<file path="config.mk">
export PLATFORM = sky130hd
export DESIGN_NAME = n_sort_flat
export DESIGN_NICKNAME = d
export VERILOG_FILES = /design/src/rtl/n_sort_if.sv /design/src/rtl/n_sort.sv /design/src/flat_wrapper.sv
export SDC_FILE = /design/constraint.sdc
export NUM_CORES = 1
export LEC_CHECK = 0
export CAP_MARGIN = 0
export CORE_MARGIN = 4
export CORE_UTILIZATION = 50
export CTS_CLUSTER_SIZE = 40
export DETAILED_ROUTE_END_ITERATION = 8
export PLACE_DENSITY = 0.71
export SLEW_MARGIN = 20
export SYNTH_ARGS = -nofsm -noshare
export SYNTH_HDL_FRONTEND = slang
export SYNTH_SLANG_ARGS = --single-unit
export TNS_END_PERCENT = 20
</file>
<file path="constraint.sdc">
create_clock -name clk_in -period 8.85 [get_ports clk_in]
set_input_delay 1.3275 -clock clk_in [delete_from_list [all_inputs] [get_ports clk_in]]
set_output_delay 1.3275 -clock clk_in [all_outputs]
set_load 0.03 [all_outputs]
</file>
<file path="src/rtl/n_sort_if.sv">
// Stream bundle for n_sort: element load side, sorted output side and status.
interface n_sort_if #(
  parameter int unsigned WIDTH = 8
);
  logic [WIDTH-1:0] data_in;
  logic             valid_in;
  logic             last_in;
  logic             descend_in;
  logic             ready_out;
  logic [WIDTH-1:0] data_out;
  logic             valid_out;
  logic             last_out;
  logic             ready_in;
  logic             busy_out;

  modport slave (
    input  data_in, valid_in, last_in, descend_in, ready_in,
    output ready_out, data_out, valid_out, last_out, busy_out
  );

  modport master (
    output data_in, valid_in, last_in, descend_in, ready_in,
    input  ready_out, data_out, valid_out, last_out, busy_out
  );
endinterface

</file>
<file path="src/rtl/n_sort.sv">
// Sequential odd-even transposition sorter: load up to DEPTH words, run DEPTH
// passes, then stream the frame out in ascending or descending order.
module n_sort #(
  parameter int unsigned WIDTH = 8,
  parameter int unsigned DEPTH = 8
) (
  input  logic   clk_in,
  input  logic   rst_in,
  n_sort_if.slave bus
);
  localparam int unsigned CW = $clog2(DEPTH + 1);
  localparam int unsigned PW = $clog2(DEPTH);

  typedef enum logic [1:0] {StLoad, StSort, StDrain} state_e;

  state_e           r_state, w_state_d;
  logic [CW-1:0]    r_count, w_count_d;
  logic [CW-1:0]    r_rd_idx, w_rd_idx_d;
  logic [PW-1:0]    r_pass, w_pass_d;
  logic             r_desc, w_desc_d;
  logic [WIDTH-1:0] r_slot [DEPTH];
  logic [WIDTH-1:0] w_slot_d [DEPTH];

  logic             w_ready, w_valid, w_last_rd, w_accept, w_xfer;
  logic [WIDTH-1:0] w_rd_data;

  // Outputs are decoded from registered state only.
  assign w_ready   = (r_state == StLoad);
  assign w_valid   = (r_state == StDrain);
  assign w_last_rd = (r_rd_idx == r_count - CW'(1));
  assign w_accept  = w_ready & bus.valid_in;
  assign w_xfer    = w_valid & bus.ready_in;

  always_comb begin
    w_rd_data = '0;
    for (int i = 0; i < int'(DEPTH); i++) begin
      if (CW'(i) == r_rd_idx) w_rd_data = r_slot[i];
    end
  end

  assign bus.ready_out = w_ready;
  assign bus.valid_out = w_valid;
  assign bus.last_out  = w_valid & w_last_rd;
  assign bus.data_out  = w_valid ? w_rd_data : '0;
  assign bus.busy_out  = ~w_ready;

  always_comb begin
    w_state_d  = r_state;
    w_count_d  = r_count;
    w_rd_idx_d = r_rd_idx;
    w_pass_d   = r_pass;
    w_desc_d   = r_desc;
    w_slot_d   = r_slot;
    case (r_state)
      StLoad: begin
        if (w_accept) begin
          for (int i = 0; i < int'(DEPTH); i++) begin
            if (CW'(i) == r_count) w_slot_d[i] = bus.data_in;
          end
          if (r_count == '0) w_desc_d = bus.descend_in;
          w_count_d = r_count + CW'(1);
          if (bus.last_in || (w_count_d == CW'(DEPTH))) begin
            w_state_d = StSort;
            w_pass_d  = '0;
          end
        end
      end
      StSort: begin
        // Pairs of one pass are disjoint, so all swaps read the current slots.
        for (int i = 0; i < int'(DEPTH) - 1; i++) begin
          if ((i[0] == r_pass[0]) && (CW'(i + 1) < r_count)) begin
            if (r_desc ? (r_slot[i] < r_slot[i+1]) : (r_slot[i] > r_slot[i+1])) begin
              w_slot_d[i]   = r_slot[i+1];
              w_slot_d[i+1] = r_slot[i];
            end
          end
        end
        w_pass_d = r_pass + PW'(1);
        if (r_pass == PW'(DEPTH - 1)) begin
          w_state_d  = StDrain;
          w_pass_d   = '0;
          w_rd_idx_d = '0;
        end
      end
      StDrain: begin
        if (w_xfer) begin
          if (w_last_rd) begin
            w_state_d  = StLoad;
            w_count_d  = '0;
            w_rd_idx_d = '0;
          end else begin
            w_rd_idx_d = r_rd_idx + CW'(1);
          end
        end
      end
      default: w_state_d = StLoad;
    endcase
  end

  always_ff @(posedge clk_in) begin
    if (rst_in) begin
      r_state  <= StLoad;
      r_count  <= '0;
      r_rd_idx <= '0;
      r_pass   <= '0;
      r_desc   <= 1'b0;
    end else begin
      r_state  <= w_state_d;
      r_count  <= w_count_d;
      r_rd_idx <= w_rd_idx_d;
      r_pass   <= w_pass_d;
      r_desc   <= w_desc_d;
    end
  end

  // Slot contents need no reset; count gates every use of them.
  always_ff @(posedge clk_in) begin
    r_slot <= w_slot_d;
  end
endmodule

</file>
<file path="src/flat_wrapper.sv">
// flat-port wrapper written by rule: the top's interface ports become plain ports
module n_sort_flat 
#(
  parameter int unsigned WIDTH = 8,
  parameter int unsigned DEPTH = 8
)
  (clk_in, rst_in, bus_data_in, bus_valid_in, bus_last_in, bus_descend_in, bus_ready_in, bus_ready_out, bus_data_out, bus_valid_out, bus_last_out, bus_busy_out);
  n_sort_if #(.WIDTH(WIDTH)) bus_i ();
  input  logic clk_in;
  input  logic rst_in;
  input wire logic [$bits(bus_i.data_in)-1:0] bus_data_in;
  input wire logic [$bits(bus_i.valid_in)-1:0] bus_valid_in;
  input wire logic [$bits(bus_i.last_in)-1:0] bus_last_in;
  input wire logic [$bits(bus_i.descend_in)-1:0] bus_descend_in;
  input wire logic [$bits(bus_i.ready_in)-1:0] bus_ready_in;
  output wire logic [$bits(bus_i.ready_out)-1:0] bus_ready_out;
  output wire logic [$bits(bus_i.data_out)-1:0] bus_data_out;
  output wire logic [$bits(bus_i.valid_out)-1:0] bus_valid_out;
  output wire logic [$bits(bus_i.last_out)-1:0] bus_last_out;
  output wire logic [$bits(bus_i.busy_out)-1:0] bus_busy_out;
  assign bus_i.data_in = bus_data_in;
  assign bus_i.valid_in = bus_valid_in;
  assign bus_i.last_in = bus_last_in;
  assign bus_i.descend_in = bus_descend_in;
  assign bus_i.ready_in = bus_ready_in;
  assign bus_ready_out = bus_i.ready_out;
  assign bus_data_out = bus_i.data_out;
  assign bus_valid_out = bus_i.valid_out;
  assign bus_last_out = bus_i.last_out;
  assign bus_busy_out = bus_i.busy_out;
  n_sort #(.WIDTH(WIDTH), .DEPTH(DEPTH)) u_core (.clk_in(clk_in), .rst_in(rst_in), .bus(bus_i));
endmodule
</file>
==> impl_metrics.env <==
export IMPL_layout_drive_gt1_share_pct=4.99
export IMPL_syn_nets=823
export IMPL_antenna_found_initial=0
export IMPL_cap_violations=0
export IMPL_tightestPinTransition_ns=1.08
export IMPL_postRouteAntennaNets=0
export IMPL_synth_most_common_cell="nand2_1"
export IMPL_area_growth_pct=9.16
export IMPL_drt_wirelength_per_cell_um=23.9
export IMPL_placed_area_sq_mm=0.00697
export IMPL_slew_viol_final=0
export IMPL_critPathArrivalTime_ns=3.79
export IMPL_drc=0
export IMPL_r2r_setup_slack_ns=5.32
export IMPL_cp_cell_sequence="inv_1 > ha_1 > nor2b_1 > a221oi_1 > a211oi_1 > a211oi_1 > nor4_1 > clkdlybuf4s50_1"
export IMPL_yosysTopAreaCellShare_pct=28.8
export IMPL_clock_sinks=78
export IMPL_syn_inst=739
export IMPL_dieArea_sq_mm=0.0153
export IMPL_endpoint_kind="primary output"
export IMPL_cts_resized=0
export IMPL_clk_latency_ns=0.35
export IMPL_io_pins=26
export IMPL_grt_max_degree=48
export IMPL_rsz0062_at_grt="false"
export IMPL_synth_cell_types=62
export IMPL_cts_root_buf="clkbuf_16"
export IMPL_finalSetupTns_ns=0
export IMPL_reg2regPathDepth=9
export IMPL_rows=41
export IMPL_numPortBuffers=25
export IMPL_cp_depth=8
export IMPL_layout_cells_non_filler=914
export IMPL_die_h_um=124
export IMPL_cts_buffers=9
export IMPL_path_class="reg -> out"
export IMPL_hold_class="reg -> reg"
export IMPL_hold_viol_final=0
export IMPL_drtIter0Drc=629
export IMPL_crit_top_cell="a211oi_1"
export IMPL_grt_pass1_wl_um=33300
export IMPL_max_stage_delay_ns=0.78
export IMPL_synth_enable_flop_cells=64
export IMPL_dpl_hpwl_um=16100
export IMPL_crit_fanout=23
export IMPL_timing_rr_end="u_core.r_slot[57]"
export IMPL_timing_rr_start="u_core.r_slot[49]"
export IMPL_syn_area_sq_mm=0.00668
export IMPL_cts_setup_buffers=0
export IMPL_cts_tree="yes"
export IMPL_grt_usage_pct=29.1
export IMPL_seq_area_frac_synth_pct=33.0
export IMPL_slew_limit_headroom_pct=27.9
export IMPL_diodes=0
export IMPL_final_util_pct=56.8
export IMPL_cp_required_ns=7.52
export IMPL_ys_warn_count=0
export IMPL_vias=6188
export IMPL_firstDrtPassIters=6
export IMPL_start_util_pct=52.1
export IMPL_ys_top_cells_by_count="nand2_1 (77), ha_1 (70), inv_1 (66)"
export IMPL_dieWidth_um=124
export IMPL_p_leak_nw=2.88
export IMPL_postCtsHoldBufs=0
export IMPL_clock_path_buffers=2
export IMPL_power_per_cell_area_mw_per_mm2=268
export IMPL_avgSynthCellArea_sq_um=9.04
export IMPL_globalplace_congestion=0.991
export IMPL_htree_levels=3
export IMPL_cts_clk_slew_worst_paths_ns=0.06
export IMPL_grt_pass1_vias=5995
export IMPL_worst_path_buf_inv=2
export IMPL_layout_nets=821
export IMPL_vias_per_cell=6.77
export IMPL_synth_seq_cells=78
export IMPL_ir_drop_uv=149
export IMPL_synth_top_area_cell="edfxtp_1"
export IMPL_crit_family="simple AND/OR/NAND/NOR gates"
export IMPL_gr_total_overflow=0
export IMPL_power_mw=1.95
export IMPL_crit_start="u_core.r_rd_idx[1]"
export IMPL_synth_area_top_cells="edfxtp_1 (29%), ha_1 (13%), mux2i_1 (5.7%)"
export IMPL_min_period_ns=5.12
export IMPL_setup_violations=0
export IMPL_cp_start_kind="register"
export IMPL_drt_total_wl_um=21900
export IMPL_clock_skew_ns=0.0128
export IMPL_status="finished clean"
export IMPL_dp_cells=898
export IMPL_final_area_sq_mm=0.00729
export IMPL_fmax_mhz=195
export IMPL_endpoint="bus_data_out[1]"
export IMPL_period_share_pct=57.9
export IMPL_synth_main_ff_cell="edfxtp_1"
export IMPL_synthArstFlopShare_pct=0
export IMPL_core_area_sq_mm=0.0128
export IMPL_cp_slowest_cell="clkdlybuf4s50_1"
-- report_power, final --
group          total [mW]  switching (mW)  internal (mW)
clock network       0.408           0.159          0.248
logic               0.903           0.571          0.332
registers           0.641           0.114          0.527
-- state kept, by name, summed over array words and instances, names as in the netlist --
name,cells
u_core.r_state,2
u_core.r_count,4
u_core.r_pass,3
u_core.r_slot,64
u_core.r_desc,1
u_core.r_rd_idx,4
-- layout make-up --
class / count / area, sq um
clock inverters: 5 / 85.1
multi-input cells: 554 / 4040
flip-flops and latches: 78 / 2200
clock buffers: 11 / 233
well taps: 172 / 215
repair buffers: 28 / 273
inverters: 66 / 248
fillers: 1141 / 5530
-- cell families after synthesis --
family / share of synthesized area, %
AOI/OAI and AO/OA: 24.3
and+or+nand+nor: 14.8
buffers and inverters: 6.65
DFF: 33.0
adders and majority gates: 13.1
muxes: 6.82
xor gates and xnor gates: 1.31
-- layer usage --
layer	up-vias	global-route usage (%)	wire (um)
met5	-	0	0
met4	0	15.7	1070
met3	76	5.40	1770
met2	332	45.5	9970
met1	2980	38.1	9070
li1	2800	-	-
-- worst reg2reg max path, delay by kind of cell (launching register included) --
family,cells,cell delay [ns]
AO/OA/AOI/OAI,4,1.24
buffers and inverters,1,0.11
AND/OR/NAND/NOR,2,0.21
adder cells (fa/ha/maj),1,0.33
multiplexers,1,0.77
flip-flops,1,0.50
-- layout by cell type (no fill, tap or decap), drive strengths merged, types with 2 or more instances in the layout --
master         netlist  final
a2111oi              4      4
a211oi              41     41
a21o                12     12
a21oi               39     39
a221o                8      8
a221oi              10     10
a311oi               2      2
a32oi                7      7
and2                 5      5
and3                 2      2
buf                 19      3
bufinv               0      2
clkbuf              22     11
clkdlybuf4s50        0     25
clkinv               0      2
dfxtp               14     14
edfxtp              64     64
ha                  70     70
inv                 66     66
mux2                 3      3
mux2i               41     41
nand2               77     77
nand2b               3      3
nand3                4      4
nand4               17     17
nor2                34     34
nor2b               18     18
nor3                24     24
nor4                10     10
o211ai               9      9
o21ai               50     50
o221ai              24     24
o22ai                9      9
or2                  2      2
or3                  4      4
xnor2                8      8
xor2                 2      2
-- how the worst min path moves through the flow --
| stage | from | endpoint | cells after the start |
|---|---|---|---|
| after detailed placement | u_core.r_pass[1] | u_core.r_pass[1] | 2 |
| final | u_core.r_pass[1] | u_core.r_pass[1] | 2 |
| after global routing | u_core.r_pass[2] | u_core.r_pass[2] | 2 |
| after global placement | u_core.r_pass[1] | u_core.r_pass[1] | 2 |
| after floorplan | u_core.r_pass[1] | u_core.r_pass[1] | 2 |
| after CTS | u_core.r_pass[1] | u_core.r_pass[1] | 2 |
-- metrics by stage --
step | setup WS (ns) | hold slack, ns
3_5_place_dp | 4.23 | 0.454
5_1_grt | 3.48 | 0.503
4_1_cts | 3.85 | 0.461
6_report | 3.73 | 0.460
2_1_floorplan | 5.13 | 0.436
3_3_place_gp | 4.37 | 0.445
(Power assumes the default switching activity.)
